===== config.mk =====
export PLATFORM = sky130hd
export DESIGN_NAME = sftreg_dly
export DESIGN_NICKNAME = d
export VERILOG_FILES = /design/src/rtl/sftreg_dly_pkg.sv /design/src/rtl/sftreg_stage.sv /design/src/rtl/sftreg_dly.sv
export SDC_FILE = /design/constraint.sdc
export NUM_CORES = 1
export LEC_CHECK = 0
export BUFFER_PORTS_ARGS = -buffer_cell sky130_fd_sc_hd__buf_2
export CORE_MARGIN = 3
export CORE_UTILIZATION = 60
export CTS_CLUSTER_DIAMETER = 60
export CTS_CLUSTER_SIZE = 8
export DETAILED_ROUTE_END_ITERATION = 10
export PLACE_DENSITY = 0.86
export SETUP_SLACK_MARGIN = 0.02
export SLEW_MARGIN = 0
export SYNTH_ARGS = -nofsm -noshare
export SYNTH_HDL_FRONTEND = slang
export SYNTH_SLANG_ARGS = --single-unit

===== constraint.sdc =====
create_clock -name i_clk -period 7.8 [get_ports i_clk]
set_clock_uncertainty 0.2 [all_clocks]
set_input_delay 0.78 -clock i_clk [delete_from_list [all_inputs] [get_ports i_clk]]
set_output_delay 0.78 -clock i_clk [all_outputs]
set_load 0.1 [all_outputs]

===== src/rtl/sftreg_dly_pkg.sv =====
// Shared constants and the delay-clamp helper for the programmable strobe delay line.
package sftreg_dly_pkg;

  localparam int SFT_MAX_DEPTH = 8;

  // Requested delays of 0 act as 1; anything beyond the line length saturates.
  function automatic logic [31:0] sft_clamp(input logic [31:0] req, input logic [31:0] max_dly);
    logic [31:0] res;
    res = req;
    if (req == 32'd0) begin
      res = 32'd1;
    end else if (req > max_dly) begin
      res = max_dly;
    end
    return res;
  endfunction

endpackage


===== src/rtl/sftreg_stage.sv =====
// One {vld, dat} stage of the delay line; clear beats enable, holds when disabled.
module sftreg_stage #(
  parameter int WIDTH = 16
) (
  input  logic             i_clk,
  input  logic             i_rst,
  input  logic             i_en,
  input  logic             i_clr,
  input  logic             i_vld,
  input  logic [WIDTH-1:0] i_dat,
  output logic             o_vld,
  output logic [WIDTH-1:0] o_dat
);

  always_ff @(posedge i_clk) begin
    if (i_rst) begin
      o_vld <= 1'b0;
      o_dat <= '0;
    end else if (i_clr) begin
      o_vld <= 1'b0;
    end else if (i_en) begin
      o_vld <= i_vld;
      o_dat <= i_dat;
    end
  end

endmodule


===== src/rtl/sftreg_dly.sv =====
// Runtime-programmable strobe+payload delay line (1..MAX_DEPTH cycles, +1 per stalled cycle).
// Backpressure: o_rdy drops while draining in-flight strobes ahead of a delay change.
module sftreg_dly
  import sftreg_dly_pkg::*;
#(
  parameter int WIDTH     = 16,
  parameter int MAX_DEPTH = SFT_MAX_DEPTH,
  parameter int DEF_DLY   = 1,
  parameter int DW        = $clog2(MAX_DEPTH + 1)
) (
  input  logic             i_clk,
  input  logic             i_rst,
  input  logic             i_we,
  input  logic [WIDTH-1:0] i_data,
  input  logic             i_stall,
  input  logic             i_flush,
  input  logic [DW-1:0]    i_dly,
  input  logic             i_dly_we,
  output logic             o_we,
  output logic [WIDTH-1:0] o_data,
  output logic             o_rdy,
  output logic [DW-1:0]    o_cnt,
  output logic [DW-1:0]    o_dly
);

  typedef enum logic {
    ST_RUN   = 1'b0,
    ST_DRAIN = 1'b1
  } st_e;

  st_e st_q, st_d;
  logic [DW-1:0] dly_q, dly_d;
  logic [DW-1:0] pend_q, pend_d;
  logic [DW-1:0] cnt_q, cnt_d;
  logic [DW-1:0] req_dly;

  logic             acc_vld;
  logic             emit_vld;
  logic             tap_vld;
  logic [WIDTH-1:0] tap_dat;

  logic [MAX_DEPTH-1:0] stg_vld;
  logic [MAX_DEPTH-1:0] stg_in_vld;
  logic [WIDTH-1:0]     stg_dat    [MAX_DEPTH];
  logic [WIDTH-1:0]     stg_in_dat [MAX_DEPTH];

  assign req_dly  = DW'(sft_clamp({{(32-DW){1'b0}}, i_dly}, 32'(MAX_DEPTH)));
  assign o_rdy    = (st_q == ST_RUN);
  assign acc_vld  = i_we & o_rdy & ~i_stall & ~i_flush;
  assign emit_vld = tap_vld & ~i_stall;

  assign stg_in_vld[0] = acc_vld;
  assign stg_in_dat[0] = i_data;

  // Stages past the tap load empty slots, so a later delay increase never exposes stale strobes.
  for (genvar k = 1; k < MAX_DEPTH; k++) begin : g_link
    assign stg_in_vld[k] = stg_vld[k-1] & (DW'(k) < dly_q);
    assign stg_in_dat[k] = stg_dat[k-1];
  end

  for (genvar k = 0; k < MAX_DEPTH; k++) begin : g_stage
    sftreg_stage #(
      .WIDTH (WIDTH)
    ) u_stage (
      .i_clk (i_clk),
      .i_rst (i_rst),
      .i_en  (~i_stall),
      .i_clr (i_flush),
      .i_vld (stg_in_vld[k]),
      .i_dat (stg_in_dat[k]),
      .o_vld (stg_vld[k]),
      .o_dat (stg_dat[k])
    );
  end

  always_comb begin
    tap_vld = 1'b0;
    tap_dat = '0;
    for (int k = 0; k < MAX_DEPTH; k++) begin
      if (DW'(k) == (dly_q - DW'(1))) begin
        tap_vld = stg_vld[k];
        tap_dat = stg_dat[k];
      end
    end
  end

  always_comb begin
    st_d   = st_q;
    dly_d  = dly_q;
    pend_d = pend_q;
    cnt_d  = cnt_q;
    if (i_flush) begin
      cnt_d = '0;
      st_d  = ST_RUN;
      if (st_q == ST_DRAIN) begin
        dly_d = pend_q;
      end
    end else if (!i_stall) begin
      cnt_d = cnt_q + DW'(acc_vld) - DW'(emit_vld);
      unique case (st_q)
        ST_RUN: begin
          if (i_dly_we) begin
            if ((cnt_q == '0) && !acc_vld) begin
              dly_d = req_dly;
            end else begin
              pend_d = req_dly;
              st_d   = ST_DRAIN;
            end
          end
        end
        ST_DRAIN: begin
          if (i_dly_we) begin
            pend_d = req_dly;
          end
          // Leave DRAIN on the edge that retires the last strobe so o_rdy rises right after it.
          if (cnt_d == '0) begin
            dly_d = i_dly_we ? req_dly : pend_q;
            st_d  = ST_RUN;
          end
        end
        default: st_d = ST_RUN;
      endcase
    end
  end

  always_ff @(posedge i_clk) begin
    if (i_rst) begin
      st_q   <= ST_RUN;
      dly_q  <= DW'(DEF_DLY);
      pend_q <= DW'(DEF_DLY);
      cnt_q  <= '0;
    end else begin
      st_q   <= st_d;
      dly_q  <= dly_d;
      pend_q <= pend_d;
      cnt_q  <= cnt_d;
    end
  end

  assign o_we   = emit_vld;
  assign o_data = tap_dat;
  assign o_cnt  = cnt_q;
  assign o_dly  = dly_q;

endmodule

# Word-level counts from Yosys, hierarchy flattened

Index checks and enable logic that the tools add are counted.

Register bits: 149
Output and inout port bits: 26
Logic and storage cells: 102

Add/sub/neg operators: 3
$lt $le $gt $ge: 8
Equality and inequality tests: 14
Muxes and demuxes: 33
Bitwise gates (word level): 14
Reduce and logical (&&, ||, !) cells: 10

Operators by type and width:

| kind                                                                 | number |
|---|---|
| 16-bit 2-to-1 mux                                                    | 8 |
| 4-bit 2-to-1 mux                                                     | 11 |
| 3-bit by 4-bit equality test with 1-bit output, first input constant | 4 |
| 4-bit zero test                                                      | 4 |
| 3-bit by 4-bit < comparator with 1-bit output, first input constant  | 4 |
| 4-bit one-hot mux with 2 select lines                                | 2 |
| 1-bit AND                                                            | 11 |
| 1-bit 2-to-1 mux                                                     | 11 |
| 2-bit by 4-bit equality test with 1-bit output, first input constant | 2 |
| 2-bit by 4-bit < comparator with 1-bit output, first input constant  | 2 |
| 3-bit by 2-bit != test with 1-bit output, second input constant      | 2 |
| 5-bit AND reduction                                                  | 1 |
| 4-bit by 1-bit adder with 4-bit output                               | 1 |
| 1-bit by 4-bit equality test with 1-bit output, first input constant | 1 |
| 4-bit > comparator, second input constant                            | 1 |
| 1-bit by 4-bit < comparator with 1-bit output, first input constant  | 1 |
| 2-bit by 1-bit != test with 1-bit output, second input constant      | 2 |
| 2-bit != test, second input constant                                 | 2 |
| 4-bit AND reduction                                                  | 1 |
| 4-bit by 1-bit subtractor with 4-bit output                          | 1 |
| 4-bit by 1-bit subtractor with 4-bit output, second input constant   | 1 |
| 3-bit != test, second input constant                                 | 1 |
| 1-bit NOT                                                            | 3 |
| 1-bit one-hot mux with 2 select lines                                | 1 |
| other kinds (4)                                                      | 4 |

# Logic depth before layout (Yosys ltp)

Gate-level depths: netlist of run 1.

Word-level depth: 17
Depth in mapped cells: 17
Depth with buffers taken out: 15

# Cells and area by module

Synthesis of run 1 repeated with hierarchy kept, for this count alone.

Cell total of the unflattened synthesis: 872
Area total of the unflattened synthesis: 8645.8 um^2

Modules (own cells, without submodules):

| module       | instances | cells an instance | area an instance (um^2) | seq. area each (um^2) |
|---|---|---|---|---|
| sftreg_stage | 8         | 74                | 814.5                   | 340.3 |
| sftreg_dly   | 1         | 280               | 2129.5                  | 260.2 |

# Least setup slack after synthesis of run 1

OpenSTA, ideal clock, no wires.

Path type: flip-flop to flip-flop
From: reg dly_q[1] (netlist: o_dly[1])
To: reg dly_q[0] (netlist: o_dly[0])
Setup time: 0.125 ns
Arrival: 6.501 ns
Required time: 7.475 ns
Path slack: 0.974 ns
Stages on the path, launching flop included: 16
Path buffers: 2
Period minus slack after synthesis: 6.826 ns
Path through: dfxtp_1 -> buf_2 -> nor2b_1 -> buf_2 -> a221oi_1 -> a211o_1 -> a221oi_1 -> ha_1 -> inv_1 -> ha_1 -> inv_1 -> fa_1 -> xor2_1 -> nand3b_1 -> a221o_2 -> o41a_1

Longest elaborated chain between the ends: 15

Ends and longest elaborated chain:

| what                                                 | line              | source |
|---|---|---|
| start, declared                                      | sftreg_dly.sv:32  | `logic [DW-1:0] dly_q, dly_d;` |
| start signal, assigned                               | sftreg_dly.sv:129 | `dly_q <= DW'(DEF_DLY);` |
| start signal, assigned                               | sftreg_dly.sv:134 | `dly_q <= dly_d;` |
| 4-bit by 1-bit subtractor with 4-bit output *        | sftreg_dly.sv:80  | `if (DW'(k) == (dly_q - DW'(1))) begin` |
| 4-bit zero test                                      | sftreg_dly.sv:80  |  |
| 1-bit 2-to-1 mux (7 in series)                       | sftreg_dly.sv:80  |  |
| 1-bit 2-to-1 mux *                                   | sftreg_dly.sv:80  |  |
| 1-bit AND *                                          | sftreg_dly.sv:50  | `assign emit_vld = tap_vld & ~i_stall;` |
| via o_we                                             | sftreg_dly.sv:19  | `output logic o_we,` |
| 4-bit by 1-bit subtractor with 4-bit output *        | sftreg_dly.sv:99  | `cnt_d = cnt_q + DW'(acc_vld) - DW'(emit_vld);` |
| 4-bit zero test *                                    | sftreg_dly.sv:116 | `if (cnt_d == '0) begin` |
| 3-bit by 2-bit != test with 1-bit output (no line) * | n/a               |  |
| 5-bit AND reduction (no line) *                      | n/a               |  |

Mark *: on every way through the listed nets, which the timed path passes. The rest lies on a longest branch.
A chain may end at the register's enable or synchronous reset.

# Worst setup path after layout of run 1

From: reg dly_q[1] (netlist: o_dly[1])
To: reg dly_q[2] (netlist: o_dly[2])

Longest elaborated chain between the ends: 15

Ends and longest elaborated chain:

| what                                                 | line |
|---|---|
| 4-bit by 1-bit subtractor with 4-bit output *        | sftreg_dly.sv:80 |
| 4-bit zero test                                      | sftreg_dly.sv:80 |
| 1-bit 2-to-1 mux (7 in series)                       | sftreg_dly.sv:80 |
| 1-bit 2-to-1 mux *                                   | sftreg_dly.sv:80 |
| 1-bit AND *                                          | sftreg_dly.sv:50 |
| 4-bit by 1-bit subtractor with 4-bit output *        | sftreg_dly.sv:99 |
| 4-bit zero test *                                    | sftreg_dly.sv:116 |
| 3-bit by 2-bit != test with 1-bit output (no line) * | n/a |
| 5-bit AND reduction (no line) *                      | n/a |

Mark *: on every way between the ends. The rest lies on a longest branch, timed or not.

==> results of run 1 <==
logic make-up (layout without fill, tap and decap cells):
logic type / count (synthesis) / after routing / share of synthesized area
adder cells (fa/ha/maj): 6 / 6 / 0.0125
XOR/XNOR: 1 / 1 / 0.00133
multiplexers: 25 / 25 / 0.0411
AO/OA/AOI/OAI: 245 / 245 / 0.227
flip-flops: 149 / 149 / 0.452
AND/OR/NAND/NOR: 352 / 352 / 0.215
buffers and inverters: 81 / 101 / 0.0515
state kept, by name, summed over array words and instances (netlist names):
| signal | count |
|---|---|
| o_cnt | 4 |
| g_stage.u_stage.o_vld | 8 |
| o_dly | 4 |
| pend_q | 4 |
| g_stage.u_stage.o_dat | 128 |
| st_q | 1 |
power breakdown:
| group | switching (uW) | internal [uW] | leakage (uW) |
|---|---|---|---|
| combinational | 114 | 32.1 | 0.00110 |
| clock | 313 | 450 | 0.000260 |
| sequential | 7.60 | 769 | 0.00120 |
| total | 434 | 1250 | 0.00256 |
per-stage QoR:
| step | worst slack [ns] | hold WS [ns] | instance area (sq um) | power [uW] | utilization |
|---|---|---|---|---|---|
| global placement | 3.17 | 0.237 | 6800 | 933 | 0.647 |
| floorplan | 0.974 | 0.229 | 6610 | 907 | - |
| global route | 2.66 | 0.280 | 7370 | 1730 | 0.701 |
| detailed placement | 2.94 | 0.243 | 6800 | 937 | 0.647 |
| CTS | 2.94 | 0.259 | 7370 | 1690 | 0.701 |
| finish | 2.89 | 0.260 | 7370 | 1680 | 0.701 |
Yosys cell counts, types with 5 or more instances:
cell      count
nand2_1     279
dfxtp_1     149
a21oi_1     142
clkbuf_1     51
nor2_1       38
o211ai_1     27
a22oi_1      20
a221o_1      11
buf_2        11
inv_1        11
o21ai_1      11
mux2_1        9
nor2b_1       9
mux2_2        8
mux2i_1       8
o21ai_0       8
nand3_1       7
and3_1        5
ha_1          5
nor3_1        5
layout make-up:
type	instances	area, sq um	share of cell area
clock buffer	22	463	0.0629
clock inverter	10	98.8	0.0134
inverter	11	41.3	0.00561
multi-input combinational	629	3300	0.448
sequential	149	2980	0.405
tap	136	170	0.0231
timing repair buffer	58	310	0.0421
final timing paths:
check                    to  slack [ns]  cells after the start
hold / removal    pend_q[0]        0.26                      1
hold reg to reg   pend_q[0]        0.26                      1
setup reg to reg   o_dly[2]        2.89                     14
setup / recovery   o_dly[2]        2.89                     14
layer usage:
| layer | GRT usage | wire length [um] | vias up |
|---|---|---|---|
| li1 | - | - | 2948 |
| met1 | 0.338 | 6900 | 2828 |
| met2 | 0.423 | 7720 | 206 |
| met3 | 0.0579 | 1050 | 27 |
| met4 | 0.0944 | 246 | 0 |
| met5 | 0 | 0 | - |
==> impl_metrics.csv, run 1 <==
group,metric,value,unit
yosys,ys_ff_latch,149,
yosys,ys_types,48,
route,drt-wirelength-per-cell,15.7,um
yosys,synth.largest_area_cell,"dfxtp_1",
worst_setup_path,cp-end-kind,"flip-flop",
yosys,ys_async_sr_fraction,0,
placement,placed_cells,983,
worst_setup_path,start_kind,"flip-flop",
global_routing,grt_pass1_vias,5685,
timing,drv_slew,0,
yosys,synth-edff-count,0,
floorplan,ios,52,
clock_tree,cts_tree,"yes",
timing,post-route-period-util,0.630,
yosys,syn_nets,891,
placement,place_congestion,0.847,
run,maxCapViolations,0,
final_layout,fillCellCount,805,
yosys,synthCells,859,
floorplan,core_area,0.0105,sq mm
worst_setup_path,slowest_stage,"nor2b_1",
route,vias,6009,
yosys,synth.area.top_cells,"dfxtp_1 45%, nand2_1 16%, a21oi_1 11%",
worst_setup_path,critical_path_arrival,5.11,ns
worst_hold_path,hold_start,"pend_q[0]",
clock_tree,cts-htree-levels,4,
floorplan,dieArea,0.0123,sq mm
final_layout,drive_gt1_frac,0.121,
timing,max_slew.worst_pin.slew,1.25,ns
clock_tree,root_buffer,"clkbuf_8",
clock_tree,cts_sinks,149,
worst_setup_path,critPathKind,"reg -> reg",
timing,hold_violations,0,
route,drc_errors,0,
timing,fmax,203,MHz
route,first_pass_iters,5,
yosys,synth_area_per_cell,7.69,sq um
floorplan,die_h,111,um
floorplan,fp.dieW,111,um
floorplan,start_util,0.629,
power,p_per_area,229,mW/mm^2
yosys,synth_ff_type,"dfxtp_1",
timing,setup_viol,0,
global_routing,grtUsageTotal,0.259,
global_routing,antenna_found_initial,0,
clock_tree,cts_setup_buffers,0,
worst_setup_path,r2r_start,"o_dly[1]",
final_layout,layoutNonFillerInstCount,1015,
timing,slew_headroom,0.164,
yosys,synth_top_area_frac,0.452,
placement,io_buffers,51,
final_layout,layout_commonest_cell,"nand2_1",
global_routing,overflow,0,
clock_tree,insertion_delay,0.52,ns
worst_hold_path,hold_class,"reg -> reg",
clock_tree,ctsHoldBuffers,0,
worst_setup_path,path_max_fanout,46,
final_layout,antenna_cells,0,
final_layout,nets,898,
route,antenna_left,0,
yosys,synth_seq_area_share,0.452,
clock_tree,clockBufferDepth,2,
clock_tree,numCtsBuffers,17,
floorplan,num_rows,37,
global_routing,grt_max_degree,129,
yosys,synth_area,0.00661,sq mm
route,vias_per_cell,5.92,
placement,post-dp-hpwl,9740,um
clock_tree,clk_pin_slew,0.06,ns
timing,setup-tns-final,0,ns
worst_setup_path,cpLargestDelayFamily,"compound AO/OA/AOI/OAI gates",
worst_setup_path,path_buf_inv,3,
worst_setup_path,cp.required,7.99,ns
worst_setup_path,slowest_delay,0.87,ns
power,p_leak,0.00256,uW
global_routing,grt_pass1_wl,26700,um
worst_setup_path,cp_cell_sequence,"buf_4 > nor2b_1 > a21oi_1 > a211o_1 > a221oi_1 > ha_1 > inv_1 > ha_1 > inv_1 > fa_1 > xor2_1 > nand3b_1 > a221o_2 > o41ai_1",
run_status,status,"finished clean",
route,drt_wl_total,15900,um
route,drtIter0Drc,609,
yosys,yosys_warnings,0,
clock_tree,post_cts_resized,0,
final_layout,areaGrowthSynthToFinish,11.5,%
power,ir_drop,169,uV
timing,finalCriticalPeriod,4.91,ns
final_layout,final_cell_mix,"278 x nand2_1, 148 x dfxtp_1, 142 x a21oi_1",
worst_setup_path,critical_path.startpoint,"o_dly[1]",
timing,grt_setup_unrepaired,"no",
No activity file was read; power rests on OpenSTA's default activity.
==> inputs of run 2 (changes only) <==
--- a/config.mk
+++ b/config.mk
@@ -5,13 +5,14 @@
 export SDC_FILE = /design/constraint.sdc
 export NUM_CORES = 1
 export LEC_CHECK = 0
+export ABC_AREA = 1
 export BUFFER_PORTS_ARGS = -buffer_cell sky130_fd_sc_hd__buf_2
 export CORE_MARGIN = 3
-export CORE_UTILIZATION = 60
+export CORE_UTILIZATION = 54
 export CTS_CLUSTER_DIAMETER = 60
 export CTS_CLUSTER_SIZE = 8
 export DETAILED_ROUTE_END_ITERATION = 10
-export PLACE_DENSITY = 0.86
+export PLACE_DENSITY = 0.82
 export SETUP_SLACK_MARGIN = 0.02
 export SLEW_MARGIN = 0
 export SYNTH_ARGS = -nofsm -noshare
==> constraint.sdc (replaced) <==
create_clock -name i_clk -period 4.4 [get_ports i_clk]
set_clock_uncertainty 0.2 [all_clocks]
set_input_delay 0.44 -clock i_clk [delete_from_list [all_inputs] [get_ports i_clk]]
set_output_delay 0.44 -clock i_clk [all_outputs]
set_load 0.1 [all_outputs]
==> impl_metrics.csv, run 2 <==
group,metric,value,unit
run_status,status,"finished clean",
route,first_pass_iters,5,
power,seq_power_share,0.430,
final_layout,largest_register,"g_stage.u_stage.o_dat",
route,drt_wl_total,14800,um
route,vias_per_cell,5.44,
placement,place_ws,0.558,ns
power,p_int,2420,uW
global_routing,overflow,0,
clock_tree,clockBufferDepth,2,
route,drtIter0Drc,550,
clock_tree,numCtsBuffers,17,
worst_setup_path,slowest_delay,0.48,ns
placement,io_buffers,51,
yosys,synth.largest_area_cell,"dfxtp_1",
timing,setup_viol,0,
timing,drv_slew,0,
timing,post-route-period-util,0.890,
power,power_switching,1030,uW
worst_setup_path,timing.critical_path.mode_cell,"nand2_1",
worst_setup_path,path_max_fanout,17,
global_routing,grt_pass1_wl,25200,um
route,antenna_left,0,
yosys,ys_ff_latch,149,
worst_setup_path,critPathKind,"reg -> reg",
clock_tree,clk_pin_slew,0.06,ns
power,p_leak,0.00321,uW
clock_tree,cts_tree,"yes",
clock_tree,cts_sinks,149,
global_routing,grt_pass1_vias,5479,
yosys,synthCells,911,
global_routing,grtUsageTotal,0.233,
timing,slew_headroom,0.260,
global_routing,antenna_found_initial,0,
timing,setup-tns-final,0,ns
yosys,synth_ff_type,"dfxtp_1",
clock_tree,post_cts_resized,0,
power,combPwrFrac,0.149,
worst_setup_path,critical_path_arrival,4.07,ns
yosys,synth.area.top_cells,"dfxtp_1 46%, o21ai_0 12%, nor2_1 10%",
power,p_per_area,471,mW/mm^2
yosys,synth_seq_area_share,0.458,
clock_tree,insertion_delay,0.43,ns
yosys,synth_top_area_frac,0.458,
floorplan,start_util,0.560,
floorplan,fp.dieW,116,um
worst_hold_path,hold_class,"in -> reg",
worst_setup_path,cp_cell_sequence,"nor2_2 > nand3_2 > o21ai_0 > a21oi_1 > nand2_1 > o21ai_0 > a21oi_4 > ha_1 > inv_1 > ha_1 > inv_1 > fa_1 > inv_1 > or2_2 > nor2_1 > nand3_1 > nand2_1 > nand4_2 > nand2_1 > nand2_1 > nor2_1",
yosys,synth-edff-count,0,
route,drc_errors,0,
worst_setup_path,cp-end-kind,"flip-flop",
final_layout,antenna_cells,0,
clock_tree,root_buffer,"clkbuf_16",
floorplan,core_area,0.0116,sq mm
power,swShare,0.299,
timing,max_slew.worst_pin.slew,1.11,ns
route,vias,5924,
clock_tree,cts-htree-levels,4,
floorplan,num_rows,39,
timing,whs,0.0790,ns
timing,fmax,255,MHz
floorplan,dieArea,0.0134,sq mm
global_routing,grt_max_degree,136,
yosys,yosysMostFrequentCell,"nor2_1",
worst_setup_path,slowest_stage,"fa_1",
final_layout,layout_commonest_cell,"nor2_1",
power,ir_drop,321,uV
clock_tree,cts_setup_buffers,0,
run,maxCapViolations,0,
worst_setup_path,cp.required,4.56,ns
worst_setup_path,start_kind,"flip-flop",
yosys,ys_types,30,
timing,hold_violations,0,
yosys,synth_area,0.00651,sq mm
final_layout,nets,964,
final_layout,areaGrowthSynthToFinish,12.7,%
yosys,ys_async_sr_fraction,0,
route,drt-wirelength-per-cell,13.6,um
clock_tree,ctsHoldBuffers,0,
final_layout,top_regs,"g_stage.u_stage.o_dat: 128 flops, g_stage.u_stage.o_vld: 8 flops",
timing,layout_setup_ws,0.484,ns
timing,finalCriticalPeriod,3.92,ns
floorplan,ios,52,
yosys,yosys_warnings,0,
placement,post-dp-hpwl,9230,um
yosys,syn_nets,943,
yosys,synth_commonest_cells,"182 x nor2_1, 155 x o21ai_0, 149 x dfxtp_1",
floorplan,die_h,116,um
final_layout,largest_register_ffs,128,
final_layout,final_cell_mix,"182 x nor2_1, 155 x o21ai_0, 146 x dfxtp_1",
final_layout,drive_gt1_frac,0.125,
power,clkPwrFrac,0.420,
placement,place_congestion,0.881,
timing,grt_setup_unrepaired,"no",
yosys,synth_area_per_cell,7.14,sq um
==> run 2: cell count changes after synthesis, moves of 9 or more <==
cell | before | now
o211ai_1 | 27 | 3
a22oi_1 | 20 | 0
nor2_1 | 38 | 182
buf_2 | 11 | 23
inv_1 | 11 | 61
o21ai_0 | 8 | 155
nand3_1 | 7 | 50
nand2_1 | 279 | 107
clkbuf_1 | 51 | 25
a21oi_1 | 142 | 94
mux2_1 | 9 | 0
a221o_1 | 11 | 0
nor2b_1 | 9 | 0
==> run 2: final cells by class <==
cell class	instances	area, sq um
multi-input combinational	638	2990
fill	1056	4280
clock buffer	19	453
sequential	149	2990
inverter	68	256
clock inverter	13	146
tap	143	179
timing repair buffer	58	320
==> run 2: cells by family after synthesis <==
group | count (synthesis) | synth area share
compound gates | 267 | 0.209
fa+ha+maj | 6 | 0.0127
buf+inv | 124 | 0.0834
flops | 149 | 0.458
simple gates | 365 | 0.236
==> run 2: power groups by stage <==
stage | clock, uW | sequential [uW] | combinational, uW
5_1_grt | 1530 | 1500 | 568
2_1_floorplan | 0 | 1530 | 397
4_1_cts | 1470 | 1490 | 517
6_report | 1450 | 1490 | 516
3_5_place_dp | 0 | 1510 | 514
3_3_place_gp | 0 | 1510 | 507
==> run 2: path summary, 6_finish.rpt <==
path / slack (ns) / end / start / cells after the start
max: 0.48 / o_dly[2] / o_dly[3] / 21
min reg2reg: 0.28 / pend_q[1] / pend_q[1] / 2
max reg2reg: 0.48 / o_dly[2] / o_dly[3] / 21
min: 0.08 / pend_q[0] / i_rst / 3
==> run 2: worst max-delay path: cells and delay by family, from the launching register on <==
family | cells | cell delay [ns]
AO/OA/AOI/OAI | 4 | 0.64
AND/OR/NAND/NOR | 11 | 1.61
flip-flops | 1 | 0.36
buffers and inverters | 3 | 0.16
adder cells (fa/ha/maj) | 3 | 0.87
==> run 2: through the flow <==
stage	power, uW	util	std cells	cell area, sq um
after floorplan	1930	-	911	6520
after global placement	2020	0.580	1056	6740
after detailed placement	2030	0.580	1056	6740
after CTS	3470	0.632	1088	7340
after global routing	3590	0.632	1088	7340
final	3450	0.632	1088	7340
==> run 2: routing by layer <==
| metal | vias to the layer above | global-route usage | part of all wire |
|---|---|---|---|
| li1 | 3036 | - | - |
| met1 | 2733 | 0.291 | 0.44 |
| met2 | 124 | 0.382 | 0.50 |
| met3 | 31 | 0.0621 | 0.043 |
| met4 | 0 | 0.0951 | 0.021 |
| met5 | - | 0 | 0 |
==> inputs of run 3 (changes only) <==
--- a/config.mk
+++ b/config.mk
@@ -5,13 +5,13 @@
 export SDC_FILE = /design/constraint.sdc
 export NUM_CORES = 1
 export LEC_CHECK = 0
-export ABC_AREA = 1
 export BUFFER_PORTS_ARGS = -buffer_cell sky130_fd_sc_hd__buf_2
 export CORE_MARGIN = 3
 export CORE_UTILIZATION = 54
 export CTS_CLUSTER_DIAMETER = 60
 export CTS_CLUSTER_SIZE = 8
 export DETAILED_ROUTE_END_ITERATION = 10
+export MAX_ROUTING_LAYER = met4
 export PLACE_DENSITY = 0.82
 export SETUP_SLACK_MARGIN = 0.02
 export SLEW_MARGIN = 0
==> impl_metrics.csv, run 3 (synthesis gave the netlist of run 1 again) <==
group,metric,value,unit
final_layout,drive_gt1_frac,0.133,
floorplan,die_h,117,um
placement,post-dp-hpwl,9130,um
worst_hold_path,hold_depth,3,
worst_setup_path,r2r_slack,0.66,ns
floorplan,ios,52,
route,drt_wl_total,15600,um
timing,finalCriticalPeriod,3.74,ns
global_routing,grt_pass1_vias,5244,
timing,max_slew.worst_pin.slew,0.979,ns
worst_setup_path,r2r_start,"o_dly[1]",
placement,placed_cell_area,0.00691,sq mm
clock_tree,cts_tree,"yes",
power,combPwrFrac,0.084,
worst_setup_path,path_max_fanout,23,
global_routing,antenna_found_initial,0,
power,finalPower,3080,uW
placement,place_congestion,0.878,
clock_tree,insertion_delay,0.42,ns
clock_tree,ctsHoldBuffers,0,
clock_tree,cts_sinks,149,
global_routing,grt_max_degree,129,
worst_setup_path,critical_path_arrival,3.83,ns
final_layout,largest_register,"g_stage.u_stage.o_dat",
clock_tree,post_cts_resized,0,
power,swShare,0.244,
final_layout,nets,903,
run_status,status,"finished clean",
timing,whs,0.0570,ns
worst_setup_path,start_kind,"flip-flop",
route,drt-wirelength-per-cell,15.2,um
route,vias_per_cell,5.78,
route,drtIter0Drc,618,
route,antenna_left,0,
timing,post-route-period-util,0.850,
final_layout,top_regs,"g_stage.u_stage.o_dat: 128 flops, g_stage.u_stage.o_vld: 8 flops",
route,first_pass_iters,7,
final_layout,layoutNonFillerInstCount,1024,
power,seq_power_share,0.447,
clock_tree,cts-htree-levels,4,
worst_setup_path,reg2reg_depth,13,
timing,setup_viol,0,
worst_setup_path,critical_path.startpoint,"o_dly[1]",
route,vias,5920,
clock_tree,clk_pin_slew,0.06,ns
timing,fmax,267,MHz
placement,placed_cells,995,
power,p_leak,0.00262,uW
timing,drv_slew,0,
worst_hold_path,hold_start,"i_data[2]",
global_routing,grt_pass1_wl,25800,um
timing,layout_setup_ws,0.661,ns
floorplan,num_rows,39,
route,drc_errors,0,
run,maxCapViolations,0,
worst_setup_path,r2r-end,"o_dly[0]",
timing,hold_violations,0,
placement,io_buffers,51,
floorplan,dieArea,0.0136,sq mm
power,ir_drop,377,uV
final_layout,largest_register_ffs,128,
clock_tree,numCtsBuffers,17,
final_layout,layout_commonest_cell,"nand2_1",
worst_hold_path,holdPathEnd,"g_stage[0].u_stage.o_dat[2]",
clock_tree,clockBufferDepth,2,
final_layout,antenna_cells,0,
power,p_per_area,411,mW/mm^2
floorplan,core_area,0.0117,sq mm
timing,slew_headroom,0.347,
clock_tree,cts_setup_buffers,0,
global_routing,grtUsageTotal,0.244,
worst_setup_path,cp-end-kind,"flip-flop",
power,power_switching,751,uW
clock_tree,root_buffer,"clkbuf_16",
floorplan,start_util,0.566,
timing,grt_setup_unrepaired,"no",
power,p_int,2330,uW
final_layout,final_area,0.00750,sq mm
final_layout,final_cell_mix,"278 x nand2_1, 145 x dfxtp_1, 141 x a21oi_1",
floorplan,fp.dieW,117,um
power,clkPwrFrac,0.469,
worst_setup_path,cp.required,4.50,ns
placement,place_ws,0.744,ns
global_routing,overflow,0,
worst_hold_path,hold_class,"in -> reg",
worst_setup_path,critPathKind,"reg -> reg",
final_layout,areaGrowthSynthToFinish,13.5,%
run 3: cell count changes in the layout (fill, tap and decap cells not counted), moves of 11 or more:
cell,change
a221o_1,+11
nand2_1,+171
a22oi_1,+20
nor2_1,-145
o21ai_0,-148
o211ai_1,+24
nand3_1,-43
a21oi_1,+48
inv_1,-50
run 3: power groups by stage:
stage	sequential (uW)	combinational (uW)	clock (uW)
3_3_place_gp	1410	259	0
4_1_cts	1380	260	1460
5_1_grt	1380	280	1530
3_5_place_dp	1410	259	0
2_1_floorplan	1410	197	0
6_report	1380	260	1450
run 3: per-stage QoR:
stage | setup TNS, ns | util
2_1_floorplan | -0.396 | -
3_3_place_gp | 0 | 0.593
3_5_place_dp | 0 | 0.593
4_1_cts | 0 | 0.643
5_1_grt | 0 | 0.643
6_report | 0 | 0.643
run 3: routing by layer:
metal	global-route usage	part of all wire
met5	-	0
met4	0.0619	0.018
met3	0.0679	0.080
met2	0.367	0.46
met1	0.327	0.44
run 3: how the worst max path moves through the flow:
stage,to,slack (ns)
after floorplan,o_dly[0],-0.16
after global placement,o_dly[0],0.76
final,o_dly[0],0.66
after CTS,o_dly[0],0.67
after detailed placement,o_dly[0],0.74
after global routing,o_dly[0],0.41
run 3: area by class of cell:
class | count | area [sq um]
multi-input cells | 629 | 3320
well taps | 143 | 179
flip-flops and latches | 149 | 3000
clock inverters | 9 | 130
fillers | 1032 | 4160
repair buffers | 63 | 373
inverters | 11 | 41.3
clock buffers | 20 | 457
run 3: worst max-delay path, cell delays in order (launching register included):
cell and delay, ns:
dfxtp_4 0.53, mux2_2 0.38, a221oi_1 0.24, a211o_1 0.20, a221oi_4 0.08, ha_1 0.30, inv_1 0.06, ha_2 0.18
inv_2 0.04, fa_2 0.32, xor2_1 0.19, nand3b_1 0.13, a221o_2 0.45, o41a_1 0.33
